==> src/rtl/irq_pkg.sv <==
// irq_pkg: shared constants and helpers for the interrupt controller
package irq_pkg;

   localparam logic [31:0] VECTOR_BASE_DEF = 32'h0000_0100;
   localparam int VECTOR_STRIDE_DEF = 4;

   typedef struct packed {
      logic       valid;
      logic [4:0] id;
   } enc_t;

   function automatic int id_width(input int n);
      return (n > 1) ? $clog2(n) : 1;
   endfunction

   // highest set bit wins, valid flags a non-empty vector
   function automatic enc_t pri_enc(input logic [31:0] v);
      enc_t e;
      e = '0;
      for (int i = 0; i < 32; i++)
         if (v[i]) e = '{valid: 1'b1, id: 5'(i)};
      return e;
   endfunction

endpackage

==> src/rtl/irq_sync_edge.sv <==
// irq_sync_edge: input synchroniser with rising-edge detector for one channel
module irq_sync_edge #(
   parameter int SYNC_STAGES = 2
)(
   input  logic clock,
   input  logic resetButton,
   input  logic d,
   output logic level,
   output logic rise
);

   logic [SYNC_STAGES-1:0] sr;
   logic                   hist;

   // shift raw input through the synchroniser and remember last level
   always_ff @(posedge clock or negedge resetButton) begin
      if (!resetButton) begin
         sr   <= '0;
         hist <= 1'b0;
      end else begin
         sr   <= SYNC_STAGES'({sr, d});
         hist <= level;
      end
   end

   assign level = sr[SYNC_STAGES-1];
   assign rise  = level & ~hist;

endmodule

==> src/rtl/interrupt_controller.sv <==
// interrupt_controller: prioritised, nestable interrupt controller with vector output
module interrupt_controller
   import irq_pkg::*;
#(
   parameter int              CHANNELS      = 3,
   parameter int              SYNC_STAGES   = 2,
   parameter bit              EDGE_TRIGGER  = 1'b1,
   parameter logic [CHANNELS-1:0] MASK_RESET = '1,
   parameter logic [31:0]     VECTOR_BASE   = VECTOR_BASE_DEF,
   parameter int              VECTOR_STRIDE = VECTOR_STRIDE_DEF,
   localparam int             ID_W          = id_width(CHANNELS)
)(
   input  logic                clock,
   input  logic                resetButton,
   input  logic [CHANNELS-1:0] interrupt,
   input  logic                globalEnable,
   input  logic                maskWrite,
   input  logic [CHANNELS-1:0] maskData,
   input  logic                irqAck,
   input  logic                irqReturn,
   output logic                irqRequest,
   output logic [ID_W-1:0]     irqId,
   output logic [31:0]         irqVector,
   output logic [CHANNELS-1:0] pending,
   output logic [CHANNELS-1:0] inService
);

   logic [CHANNELS-1:0] level, rise, mask, ack_set, ret_clr;
   enc_t                cand, cur;
   logic                accept, req_next;

   for (genvar i = 0; i < CHANNELS; i++) begin : g_sync
      irq_sync_edge #(.SYNC_STAGES(SYNC_STAGES)) u_sync (
         .clock       (clock),
         .resetButton (resetButton),
         .d           (interrupt[i]),
         .level       (level[i]),
         .rise        (rise[i])
      );
   end

   // candidate/current level selection and next request; an accepted ack suppresses the stale request
   always_comb begin
      accept   = irqAck & irqRequest;
      cand     = pri_enc(32'(pending & mask & ~inService));
      cur      = pri_enc(32'(inService));
      ack_set  = accept ? CHANNELS'(1) << irqId : '0;
      ret_clr  = (irqReturn & cur.valid) ? CHANNELS'(1) << cur.id : '0;
      req_next = globalEnable & cand.valid & (~cur.valid | (cand.id > cur.id)) & ~accept;
   end

   // state registers: new edge beats ack clear, return applies to old inService before ack
   always_ff @(posedge clock or negedge resetButton) begin
      if (!resetButton) begin
         mask       <= MASK_RESET;
         pending    <= '0;
         inService  <= '0;
         irqRequest <= 1'b0;
         irqId      <= '0;
      end else begin
         mask       <= maskWrite ? maskData : mask;
         pending    <= EDGE_TRIGGER ? ((pending & ~ack_set) | rise) : level;
         inService  <= (inService & ~ret_clr) | ack_set;
         irqRequest <= req_next;
         irqId      <= accept ? irqId : cand.id[ID_W-1:0];
      end
   end

   assign irqVector = VECTOR_BASE + 32'(irqId) * 32'(VECTOR_STRIDE);

endmodule

==> config.mk <==
export PLATFORM = sky130hd
export DESIGN_NAME = interrupt_controller
export DESIGN_NICKNAME = d
export VERILOG_FILES = /design/src/rtl/irq_pkg.sv /design/src/rtl/irq_sync_edge.sv /design/src/rtl/interrupt_controller.sv
export SDC_FILE = /design/constraint.sdc
export NUM_CORES = 1
export LEC_CHECK = 0
export CORE_ASPECT_RATIO = 0.7
export CORE_MARGIN = 8
export CORE_UTILIZATION = 25
export CTS_BUF_LIST = sky130_fd_sc_hd__clkbuf_8 sky130_fd_sc_hd__clkbuf_16
export CTS_CLUSTER_SIZE = 14
export DETAILED_ROUTE_END_ITERATION = 8
export GPL_TIMING_DRIVEN = 0
export MAX_ROUTING_LAYER = met4
export PLACE_DENSITY_LB_ADDON = 0.2
export SKIP_CTS_REPAIR_TIMING = 1
export SKIP_LAST_GASP = 1
export SYNTH_ARGS = -nofsm -noshare
export SYNTH_HDL_FRONTEND = slang
export SYNTH_HIERARCHICAL = 1
export SYNTH_SLANG_ARGS = --single-unit
==> constraint.sdc <==
create_clock -name clock -period 1.3 [get_ports clock]
set_input_delay 0.195 -clock clock [delete_from_list [all_inputs] [get_ports clock]]
set_output_delay 0.195 -clock clock [all_outputs]
set_load 0.005 [all_outputs]
==> results of run 1 <==
state kept, by name, summed over array words and instances (netlist names):
register and count:
inService 3, irqRequest 1, mask 3, irqId 2
g_sync.u_sync/hist 3, g_sync.u_sync/sr 6, pending 3
worst reg2reg max path, stage by stage, from the launching register on:
cell,delay [ps]
dfrtp_1,400
buf_4,150
nand4bb_1,240
a21o_1,220
power by group through the flow:
stage               Clock (mW)  Combinational (mW)  Sequential (mW)
global route             0.462               0.658            0.844
global placement             0               0.525            0.862
CTS                      0.431               0.535            0.857
finish                   0.410               0.604            0.824
floorplan                    0               0.260            0.849
detailed placement           0               0.535            0.870
how the worst min path moves through the flow:
stage                                       from                     end  cells after the start
after floorplan                      resetButton   g_sync[0].u_sync/hist                      0
after global placement    g_sync[1].u_sync/sr[0]  g_sync[1].u_sync/sr[1]                      0
after detailed placement  g_sync[0].u_sync/sr[0]  g_sync[0].u_sync/sr[1]                      0
after CTS                 g_sync[0].u_sync/sr[0]  g_sync[0].u_sync/sr[1]                      0
after global routing      g_sync[2].u_sync/sr[0]  g_sync[2].u_sync/sr[1]                      0
final                     g_sync[2].u_sync/sr[0]  g_sync[2].u_sync/sr[1]                      0
metal layers:
metal | part of all wire | GRT usage | routed length [µm] | vias up
met5 | 0 | - | 0 | -
met1 | 0.46 | 0.0738 | 954 | 281
li1 | - | - | - | 335
met2 | 0.45 | 0.100 | 941 | 34
met3 | 0.093 | 0.0303 | 194 | 0
met4 | 0 | 0.0107 | 0 | 0
layout make-up:
type	count	area, µm²	share of cell area
flip-flops and latches	21	532	0.346
multi-input cells	57	353	0.229
repair buffers	28	293	0.190
plain buffers	32	240	0.156
well taps	52	65.1	0.0423
clock buffers	3	41.3	0.0268
inverters	3	11.3	0.00732
clock inverters	1	3.75	0.00244
cells by family after synthesis:
| logic type | Yosys count | synth area share |
|---|---|---|
| compound gates | 8 | 0.0523 |
| buf+inv | 35 | 0.245 |
| flops | 21 | 0.515 |
| mux | 4 | 0.0474 |
| other cells | 2 | 0.00730 |
| simple gates | 15 | 0.134 |
per-stage QoR:
step | hold slack, ps | TNS (ps)
finish | 351 | 0
global route | 358 | 0
CTS | 351 | -1410
detailed placement | 335 | -1740
global placement | 333 | -696
floorplan | -101 | 0
synthesized netlist by cell type (2+ instances only):
| master | instances | area (µm²) |
|---|---|---|
| nand4b_1 | 2 | 17.5 |
| dfrtp_1 | 18 | 450 |
| dfstp_2 | 3 | 78.8 |
| nand4bb_1 | 2 | 22.5 |
| nor2b_4 | 3 | 41.3 |
| o21ai_0 | 3 | 15.0 |
| conb_1 | 2 | 7.51 |
| a21o_1 | 3 | 22.5 |
| inv_1 | 3 | 11.3 |
| buf_4 | 32 | 240 |
| mux2_2 | 3 | 33.8 |
cells in the final DEF (no fill, tap or decap):
| cell | instances |
|---|---|
| nand3_1 | 1 |
| and2_4 | 1 |
| clkdlybuf4s50_1 | 11 |
| nand4b_1 | 2 |
| o31ai_1 | 1 |
| nand2b_1 | 1 |
| dfrtp_1 | 16 |
| mux2_2 | 3 |
| dfrtp_2 | 2 |
| nor2b_4 | 3 |
| clkbuf_8 | 3 |
| buf_4 | 38 |
| conb_1 | 30 |
| nand4bb_1 | 2 |
| dfstp_2 | 3 |
| nand3b_1 | 1 |
| o21ai_0 | 3 |
| and2b_2 | 1 |
| dlymetal6s2s_1 | 11 |
| nor3b_1 | 1 |
| inv_1 | 4 |
| a21o_1 | 3 |
| and3b_1 | 1 |
| mux2_4 | 1 |
| a311oi_1 | 1 |
| nand2_1 | 1 |
==> results.cfg, run 1 <==
[outcome]
status = finished, final reports clean

[synthesis]
ys_seq_elements = 21
netlist_area_um2 = 1030
synth_cells = 85
ys_seq_area_frac = 0.515
synth_cell_type_count = 22
synth_flop_cell = dfrtp_1
yosys_warnings = 6
syn_avg_cell_area_um2 = 12.1
async_flop_share = 1.00
synth_edf_count = 0

[drt]
first_pass_iters = 3
drc = 0
vias = 650
wl_um = 2090
final_antenna_net_count = 0
wire_per_inst_um = 10.6
viasPerCell = 3.30
drt_iter0_drc = 13

[critical_path]
critPathBufInv = 2
cp_slowest_cell = dfrtp_1
critPathKind = flop to output pin
arrival_ps = 930
rrSetupSlack_ps = 180
crit_chain = buf_4 > dlymetal6s2s_1
endpoint = irqVector[2]
r2r_cells = 3
critical-path-top-delay-family = flip-flops
reg2reg_to = pending[0]
cp.depth = 2
worstSetupEndpointType = output pin
critPathMaxStageDelay_ps = 400
cp-startpoint = irqId[0]
crit_fanout = 3
r2r_start = irqId[0]
startpoint_type = flop
required_ps = 1110

[final_layout]
layout-drive-gt1-share = 0.379
antenna_cells = 0
area_growth_pct = 49.6
fill_cells = 406
design_area_um2 = 1540
post-route-util = 0.390
fin_nets = 158
stdcell_count = 197

[power_and_ir_drop]
p_per_area_nw_per_um2 = 1190
pwr-share-comb = 0.329
peakVddDrop_mv = 0.600
p_int_mw = 1.37
power_mw = 1.84
p_leak_nw = 0.866
p_sw_mw = 0.472
p_seq_frac = 0.448
clock_power_share = 0.223
switching_share = 0.257

[place]
dp_slack_ps = -94.8
portBuffers = 22
hpwlAfterDp_um = 1720
placedCellCount = 187
postPlaceCellArea_um2 = 1420
place_congestion = 0.750

[sta]
final.period_utilization = 0.869
drv_slew = 0
max_slew_margin = 0.391
worst_pin_slew_ps = 911
finalHoldViolations = 0
fmax_ghz = 0.885
finClkSkew_ps = 6.56
setup_ws_ps = 170
setup_violations = 0
rsz0062_at_grt = no
period_minus_slack_ps = 1130

[grt]
antenna_found_initial = 0
grt.overflow.total = 0
grt_pass1_wl_um = 3260
grt.total_usage = 0.0641
grt_max_degree = 22
grt_pass1_vias = 627

[cts]
cts_tree = done
root_buffer = clkbuf_8
cts_inserted_buffers = 3
clk_pin_slew_ps = 80
cts_sinks = 21
htree_levels = 1
clock_latency_ps = 260
cts_buffer_depth = 2

[floorplanning]
initial_core_util = 0.261
die_area_um2 = 6460
num_io_pins = 53
dieHeight_um = 69.7
rows = 19
coreArea_um2 = 3950
die_x_um = 92.7

[worst_hold_path]
hold_class = flop to flop

[flow_run]
drv_cap = 0
No activity file was read; power rests on OpenSTA's default activity.
==> run 2, diff against run 1 <==
- CAP_MARGIN: not set -> 40
==> run 2 against run 1 <==
- the flow now finishes with violations (setup timing)
- die area stayed put
- clock power fell by 1%
- sequential power about the same
- critical endpoint is now irqVector[3]
- largest cell class unchanged
==> results.cfg, run 2 (synthesized netlist as in run 1, its figures left out) <==
[grt]
antenna_found_initial = 0
grt_pass1_vias = 637
grt_max_degree = 14
grt.overflow.total = 0
grt.total_usage = 0.0629
grt_pass1_wl_um = 3180

[sta]
drv_slew = 0
finalHoldViolations = 0
period_minus_slack_ps = 1430
hold_slack_ps = 245
setup_violations = 1
tns_ps = -127
fmax_ghz = 0.701
rsz0062_at_grt = yes
final.period_utilization = 1.10
setup_ws_ps = -127
finClkSkew_ps = 1.17

[critical_path]
crit_fanout = 3
startpoint_type = flop
arrival_ps = 1230
rrSetupSlack_ps = 180
required_ps = 1110
critPathKind = flop to output pin
worstSetupEndpointType = output pin

[flow_run]
drv_cap = 0

[final_layout]
mostFrequentLayoutCells = 40 x buf_4, 30 x conb_1, 16 x dfrtp_1
final_common_cell = buf_4
fin_nets = 161
layout-drive-gt1-share = 0.399
largest_reg_flops = 6
stdcell_count = 200
design_area_um2 = 1570
largest-register = g_sync.u_sync/sr
fill_cells = 399
antenna_cells = 0
area_growth_pct = 52.4

[cts]
clock_latency_ps = 250
root_buffer = clkbuf_8
cts_buffer_depth = 2
cts_sinks = 21
cts_tree = done
htree_levels = 1
cts_inserted_buffers = 3
clk_pin_slew_ps = 70

[place]
dp_slack_ps = -43.4
place_congestion = 0.750
placedCellCount = 188
portBuffers = 22
postPlaceCellArea_um2 = 1430
hpwlAfterDp_um = 1740

[drt]
first_pass_iters = 3
drt_iter0_drc = 11
wire_per_inst_um = 10.3
viasPerCell = 3.32
wl_um = 2060
final_antenna_net_count = 0
drc = 0
vias = 664

[floorplanning]
rows = 19
die_x_um = 92.7
die_area_um2 = 6460
coreArea_um2 = 3950
num_io_pins = 53
dieHeight_um = 69.7
initial_core_util = 0.261

[power_and_ir_drop]
p_seq_frac = 0.443
pwr-share-comb = 0.340
p_int_mw = 1.39
p_per_area_nw_per_um2 = 1190
clock_power_share = 0.217
peakVddDrop_mv = 0.702
switching_share = 0.254
p_leak_nw = 0.871
p_sw_mw = 0.474

[worst_hold_path]
hold_class = primary input to async pin

[outcome]
status = finished with violations
failed_checks = setup timing
run 2: changes by cell type in the layout (fill, tap and decap cells not counted):
cell / delta
buf_8: +1
dlymetal6s2s_1: -1
clkdlybuf4s50_1: +1
inv_1: -1
buf_4: +2
clkinv_2: +1
run 2: cell type report:
cell class / instances / area [µm²] / share of cell area
Sequential cell: 21 / 532 / 0.339
Multi-Input combinational cell: 57 / 353 / 0.225
Timing Repair Buffer: 31 / 320 / 0.204
Buffer: 32 / 240 / 0.153
Tap cell: 52 / 65.1 / 0.0415
Clock buffer: 3 / 41.3 / 0.0263
Inverter: 3 / 11.3 / 0.00718
Clock inverter: 1 / 5.00 / 0.00319
run 2: power groups by stage:
stage               registers [mW]  clock network [mW]  logic (mW)
detailed placement           0.868                   0       0.542
CTS                          0.855               0.424       0.543
floorplan                    0.849                   0       0.260
finish                       0.826               0.405       0.636
global placement             0.862                   0       0.525
global route                 0.843               0.444       0.694
run 2: path summary, 6_finish.rpt:
check / start / to / cells after the start
setup / recovery: irqId[1] / irqVector[3] / 2
hold reg to reg: g_sync[2].u_sync/sr[0] / g_sync[2].u_sync/sr[1] / 0
max in group asynchronous: resetButton / irqRequest / 2
min in group clock: g_sync[2].u_sync/sr[0] / g_sync[2].u_sync/sr[1] / 0
setup reg to reg: irqId[0] / pending[0] / 3
hold / removal: resetButton / g_sync[0].u_sync/sr[0] / 1
run 2: metal layers:
metal,vias to the layer above,track usage,part of all wire
li1,341,-,-
met1,288,0.0680,0.46
met2,33,0.103,0.44
met3,2,0.0314,0.095
met4,0,0.0107,0.0039
met5,-,-,0
run 2: stage by stage:
step           power, mW  utilization
3_5_place_dp        1.41        0.363
4_1_cts             1.82        0.375
6_report            1.87        0.397
3_3_place_gp        1.39        0.360
5_1_grt             1.98        0.397
2_1_floorplan       1.11            -
run 2: critical path, cell delays in order, from the launching register on:
cell and delay (ps):
dfrtp_1 370, buf_4 110, clkdlybuf4s50_1 500
